File: src/rtl/rom_arb_pkg.sv
// Shared types and constants for the two-port image-ROM arbiter.
// Optional statistics counters are enabled by defining ROM_ARB_STATS_EN.
package rom_arb_pkg;

    typedef enum logic [1:0] {
        S_VIS   = 2'd0,
        S_BLANK = 2'd1,
        S_BURST = 2'd2
    } state_t;

    localparam logic ID_D = 1'b0;
    localparam logic ID_A = 1'b1;

    localparam int ROM_LAT_MIN = 1;
    localparam int ROM_LAT_MAX = 4;

    typedef struct packed {
        logic valid;
        logic id;
    } tag_t;

    // Out-of-range latencies are pulled back into the supported window.
    function automatic int clamp_lat(input int lat);
        if (lat < ROM_LAT_MIN) return ROM_LAT_MIN;
        if (lat > ROM_LAT_MAX) return ROM_LAT_MAX;
        return lat;
    endfunction

endpackage

File: src/rtl/rom_arb_tag_pipe.sv
// Delay line carrying {valid, id} alongside each ROM read so the returned
// word can be steered to its requester; cleared asynchronously on reset.
module rom_arb_tag_pipe
    import rom_arb_pkg::*;
#(
    parameter int ROM_LAT = 1
) (
    input  logic clk,
    input  logic rst_n,
    input  tag_t i_tag,
    output tag_t o_tag
);

    localparam int DEPTH = clamp_lat(ROM_LAT);

    tag_t w_chain [DEPTH+1];

    assign w_chain[0] = i_tag;

    generate
        for (genvar gi = 0; gi < DEPTH; gi++) begin : g_stage
            tag_t r_tag;
            always_ff @(posedge clk or negedge rst_n) begin
                if (!rst_n) begin
                    r_tag <= '0;
                end else begin
                    r_tag <= w_chain[gi];
                end
            end
            assign w_chain[gi+1] = r_tag;
        end
    endgenerate

    assign o_tag = w_chain[DEPTH];

endmodule

File: src/rtl/rom_arbiter.sv
// Two-requester arbiter in front of the image ROM: display has priority during
// visible video, round-robin in blanking, locked aux bursts. Macro: ROM_ARB_STATS_EN.
module rom_arbiter
    import rom_arb_pkg::*;
#(
    parameter int ADDR_W    = 17,
    parameter int DATA_W    = 12,
    parameter int ROM_LAT   = 1,
    parameter int BURST_MAX = 16
) (
    input  logic              clk,
    input  logic              rst_n,
    input  logic              vis_active,
    input  logic              d_req,
    input  logic [ADDR_W-1:0] d_addr,
    output logic              d_gnt,
    output logic              d_rvalid,
    output logic [DATA_W-1:0] d_rdata,
    input  logic              a_req,
    input  logic [ADDR_W-1:0] a_addr,
    input  logic              a_burst,
    output logic              a_gnt,
    output logic              a_rvalid,
    output logic [DATA_W-1:0] a_rdata,
    output logic [ADDR_W-1:0] rom_addr,
    input  logic [DATA_W-1:0] rom_data
`ifdef ROM_ARB_STATS_EN
    ,
    output logic [15:0]       stat_d_grants,
    output logic [15:0]       stat_a_grants,
    output logic [15:0]       stat_d_blocked
`endif
);

    localparam logic [7:0] BURST_MAX_C   = 8'(BURST_MAX);
    localparam bit         BURST_ALLOWED = (BURST_MAX > 1);

    state_t            r_state;
    logic              r_rr_last;
    logic [7:0]        r_burst_cnt;
    logic [ADDR_W-1:0] r_rom_addr;
    logic              r_d_rvalid;
    logic              r_a_rvalid;

    state_t            w_pol;
    logic              w_d_gnt;
    logic              w_a_gnt;
    logic              w_conflict;
    logic [7:0]        w_cnt_inc;
    tag_t              w_tag_in;
    tag_t              w_tag_out;

    // vis_active overrides the registered state within the same cycle.
    always_comb begin
        w_pol = S_BLANK;
        if (vis_active)               w_pol = S_VIS;
        else if (r_state == S_BURST)  w_pol = S_BURST;
    end

    assign w_conflict = d_req & a_req;
    assign w_cnt_inc  = r_burst_cnt + 8'd1;

    always_comb begin
        w_d_gnt = 1'b0;
        w_a_gnt = 1'b0;
        case (w_pol)
            S_VIS: begin
                w_d_gnt = d_req;
                w_a_gnt = a_req & ~d_req;
            end
            S_BURST: begin
                w_a_gnt = a_req;
            end
            default: begin
                if (w_conflict) begin
                    w_d_gnt = (r_rr_last == ID_A);
                    w_a_gnt = (r_rr_last == ID_D);
                end else begin
                    w_d_gnt = d_req;
                    w_a_gnt = a_req;
                end
            end
        endcase
    end

    always_ff @(posedge clk or negedge rst_n) begin
        if (!rst_n) begin
            r_state     <= S_BLANK;
            r_rr_last   <= ID_A;
            r_burst_cnt <= '0;
            r_rom_addr  <= '0;
            r_d_rvalid  <= 1'b0;
            r_a_rvalid  <= 1'b0;
        end else begin
            if (w_d_gnt)      r_rom_addr <= d_addr;
            else if (w_a_gnt) r_rom_addr <= a_addr;

            r_d_rvalid <= w_tag_out.valid & (w_tag_out.id == ID_D);
            r_a_rvalid <= w_tag_out.valid & (w_tag_out.id == ID_A);

            if (vis_active) begin
                r_state     <= S_VIS;
                r_burst_cnt <= '0;
            end else begin
                case (w_pol)
                    S_BURST: begin
                        // Leaving a burst hands the next conflict to the display.
                        if (!a_burst || (w_a_gnt && (w_cnt_inc == BURST_MAX_C))) begin
                            r_state     <= S_BLANK;
                            r_burst_cnt <= '0;
                            r_rr_last   <= ID_A;
                        end else if (w_a_gnt) begin
                            r_burst_cnt <= w_cnt_inc;
                        end
                    end
                    default: begin
                        r_state <= S_BLANK;
                        if (w_conflict) r_rr_last <= w_a_gnt ? ID_A : ID_D;
                        if (w_a_gnt && a_burst) begin
                            if (BURST_ALLOWED) begin
                                r_state     <= S_BURST;
                                r_burst_cnt <= 8'd1;
                            end else begin
                                r_rr_last <= ID_A;
                            end
                        end
                    end
                endcase
            end
        end
    end

    assign w_tag_in = {(w_d_gnt | w_a_gnt), (w_a_gnt ? ID_A : ID_D)};

    rom_arb_tag_pipe #(
        .ROM_LAT (ROM_LAT)
    ) u_tag_pipe (
        .clk   (clk),
        .rst_n (rst_n),
        .i_tag (w_tag_in),
        .o_tag (w_tag_out)
    );

    assign d_gnt    = w_d_gnt;
    assign a_gnt    = w_a_gnt;
    assign rom_addr = r_rom_addr;
    assign d_rvalid = r_d_rvalid;
    assign a_rvalid = r_a_rvalid;
    assign d_rdata  = rom_data;
    assign a_rdata  = rom_data;

`ifdef ROM_ARB_STATS_EN
    logic [15:0] r_stat_d;
    logic [15:0] r_stat_a;
    logic [15:0] r_stat_blk;

    always_ff @(posedge clk or negedge rst_n) begin
        if (!rst_n) begin
            r_stat_d   <= '0;
            r_stat_a   <= '0;
            r_stat_blk <= '0;
        end else begin
            if (w_d_gnt && (r_stat_d != 16'hFFFF))               r_stat_d   <= r_stat_d + 16'd1;
            if (w_a_gnt && (r_stat_a != 16'hFFFF))               r_stat_a   <= r_stat_a + 16'd1;
            if (d_req && !w_d_gnt && (r_stat_blk != 16'hFFFF))   r_stat_blk <= r_stat_blk + 16'd1;
        end
    end

    assign stat_d_grants  = r_stat_d;
    assign stat_a_grants  = r_stat_a;
    assign stat_d_blocked = r_stat_blk;
`endif

endmodule

File: config.mk
export PLATFORM = sky130hd
export DESIGN_NAME = rom_arbiter
export DESIGN_NICKNAME = d
export VERILOG_FILES = /design/src/rtl/rom_arb_pkg.sv /design/src/rtl/rom_arb_tag_pipe.sv /design/src/rtl/rom_arbiter.sv
export SDC_FILE = /design/constraint.sdc
export NUM_CORES = 1
export LEC_CHECK = 0
export CAP_MARGIN = 15
export CORE_AREA = 2 2 72 74
export DETAILED_ROUTE_END_ITERATION = 6
export DIE_AREA = 0 0 74 76
export DONT_BUFFER_PORTS = 1
export PLACE_DENSITY = 0.64
export SETUP_SLACK_MARGIN = 0.15
export SYNTH_ARGS = -nofsm -noshare
export SYNTH_HDL_FRONTEND = slang
export SYNTH_SLANG_ARGS = --single-unit
File: constraint.sdc
create_clock -name clk -period 3.1 [get_ports clk]
set_input_delay 0.155 -clock clk [delete_from_list [all_inputs] [get_ports clk]]
set_output_delay 0.155 -clock clk [all_outputs]
set_load 0.03 [all_outputs]
==> impl_metrics.ini <==
[die]
start_util = 0.381
fp.dieW_um = 74
die_h_um = 76
rows = 26
design.core.area_um2 = 4910
die_area_um2 = 5620
num_io_pins = 97

[power_and_ir_drop]
combPwrFrac = 0.123
powerDensity_nw_per_um2 = 534
p_sw_uw = 320
sequentialPowerShare = 0.555
clkPwrFrac = 0.322
max-vdd-ir-drop_uv = 137
switching_share = 0.324
power.internal_uw = 667
power_leakage_uw = 0.000784
p_total_uw = 987

[clocking]
numCtsBuffers = 5
clk_latency_ps = 290
cts_tree = yes
root_buffer = clkbuf_8
clk_pin_slew_worst_paths_ps = 70
clock-sinks = 32
cts.htree.levels = 2
post_cts_resized = 0
cts_buffer_depth = 2

[sta]
clock.fmax_ghz = 0.421
period_needed_ps = 2380
worst_pin_slew_ps = 1050
rsz0062_at_grt = no
hold_viol_final = 0
finalCritPeriodShare = 0.766
fin_tns_setup_ps = 0
max-slew-margin-rel = 0.303
setup_viol = 0
slew_viol_final = 0
fin_skew_ps = 9.12

[hold_path]
hold_path_class = input pin to flop
min_delay_path_depth = 2

[global_routing]
grt_pass1_vias = 1181
grt_first_pass_wirelength_um = 5760
grt_max_degree = 36
grt.total_usage = 0.135
antenna_found_initial = 0
grt_overflow = 0

[place]
place_hpwl_um = 2520
place_congestion = 0.784
io_buffer_count = 0
dpl.cell_count = 233

[route]
drt_first_pass_iters = 4
vias = 1289
drc = 0
finalWirelength_um = 3650
drt_iter0_markers = 65
vias_per_cell = 5.28
antenna_left = 0
wire_per_inst_um = 14.9

[finish]
fillers = 479
utilization = 0.376
n_antenna_cell = 0
area.growth.synth_to_final_pct = -1.14
post_layout_nonfiller_instances = 244
fin_nets = 227
drive_gt1_frac = 0.103

[logic_synthesis]
syn_nets = 252
synth_edf_count = 0
synthArstFlopShare = 1.00
yosysWarningCount = 0
yosysTopAreaCellShare = 0.402
synth_common_cells = dfrtp_1, buf_4, nor2_1, a21oi_1, mux2i_1
ys_seq_elements = 32
ys.flop_type = dfrtp_1
synth_seq_area_share = 0.430
synth_area_leaders = dfrtp_1, buf_4, mux2i_1
avgSynthCellArea_um2 = 9.44
syn_inst = 198
synth_most_common_cell = dfrtp_1
synth_cell_types = 45
syn-cell-area_um2 = 1870
post-synth-top-area-cell = dfrtp_1

[critical_path]
path_cells = nor2b_1 -> a21oi_1 -> o21a_1 -> buf_4
worst-r2r-cell-count = 5
critPathKind = flop to output pin
r2r_end = r_burst_cnt[4]
cp.depth = 4
worst_r2r_startpoint = r_state[1]
end_kind = output pin
critPathTopFamily = compound AO/OA/AOI/OAI gates
critPathArrivalTime_ps = 2220
critPathLaunchType = flop
crit_path_end = d_gnt
critPathRequiredTime_ps = 2940
critical-path-max-stage-delay_ps = 820
cp_max_fo = 18
startpoint = r_state[0]
r2r_slack_ps = 930
cp_slowest_cell = o21a_1
worstPathBufferInverterCount = 1

[flow_run]
cap_violations = 0

[run_status]
status = finished, final reports clean
cell usage in the layout, fill, tap and decap left out, types with 2 or more instances in the layout:
cell           count
clkinv_2           2
nand2b_1           3
nor3_1             2
nand4_1            3
o21a_1             3
o21ai_0            2
a31oi_1            2
a21o_1             3
o21ai_1            2
inv_1              3
nor2_1            25
clkbuf_8           5
dfrtp_1           30
a32o_1             3
nand3_1            5
ha_1               2
nand2_1           10
mux2i_1           17
dfstp_2            2
dlygate4sd3_1      2
nor2b_1            2
a21oi_1           21
layer usage:
metal	up-vias	global-route usage	wire [um]
met4	0	0.0636	74
met5	-	0	0
met3	5	0.0437	278
li1	621	-	-
met2	59	0.207	1710
met1	604	0.168	1580
cell type report:
type                    instances  area [um2]  share of cell area
multi-input cells             126         807               0.437
flip-flops and latches         32         803               0.435
well taps                      70        87.6              0.0474
clock buffers                   5        68.8              0.0372
repair buffers                  4        47.5              0.0257
clock inverters                 3        18.8              0.0102
inverters                       4        15.0             0.00812
how the worst min path moves through the flow:
stage | to | start | slack [ps]
global placement | r_burst_cnt[3] | rst_n | -140
global route | r_burst_cnt[5] | a_burst | 20
CTS | r_burst_cnt[5] | a_burst | 20
detailed placement | r_burst_cnt[4] | rst_n | -140
floorplan | a_rvalid | rst_n | -140
finish | r_burst_cnt[5] | a_burst | 30
stage by stage:
step	area (um2)	setup WS (ps)	hold WS, ps
detailed placement	1720	919	-140
floorplan	1870	1330	-141
global route	1850	536	21.2
finish	1850	725	31.9
global placement	1720	936	-140
CTS	1850	687	19.0
worst reg2reg max path, stage by stage (launching register included):
cell     delay, ps
dfrtp_1        340
nor2b_1        490
o211a_1        500
o311a_2        340
nor2_1         100
a221o_1        300
flip-flops by register name, summed over array words and instances (netlist names):
name              cells
d_rvalid              1
r_state               2
a_rvalid              1
u_tag_pipe.o_tag      2
rom_addr             17
r_burst_cnt           8
r_rr_last             1
repair_timing:
item,CTS,global route
hold buffers,3,0
buffers inserted,0,0
hold endpoints to repair,33,0
cell families (layout without fill, tap and decap cells):
kind of cell	after synthesis	in the layout	synth area share
AOI/OAI and AO/OA	47	47	0.173
xor gates and xnor gates	1	1	0.00469
adders and majority gates	2	2	0.0134
buffers and inverters	40	16	0.139
DFF	32	32	0.430
muxes	17	17	0.0910
and+or+nand+nor	59	59	0.149
power by group through the flow:
stage          Sequential (uW)  Clock [uW]  Combinational, uW
2_1_floorplan              546           0                159
3_3_place_gp               555           0                108
3_5_place_dp               556           0                110
4_1_cts                    548         335                124
5_1_grt                    553         353                139
6_report                   547         318                122
Power figures use the tool's default switching activity.
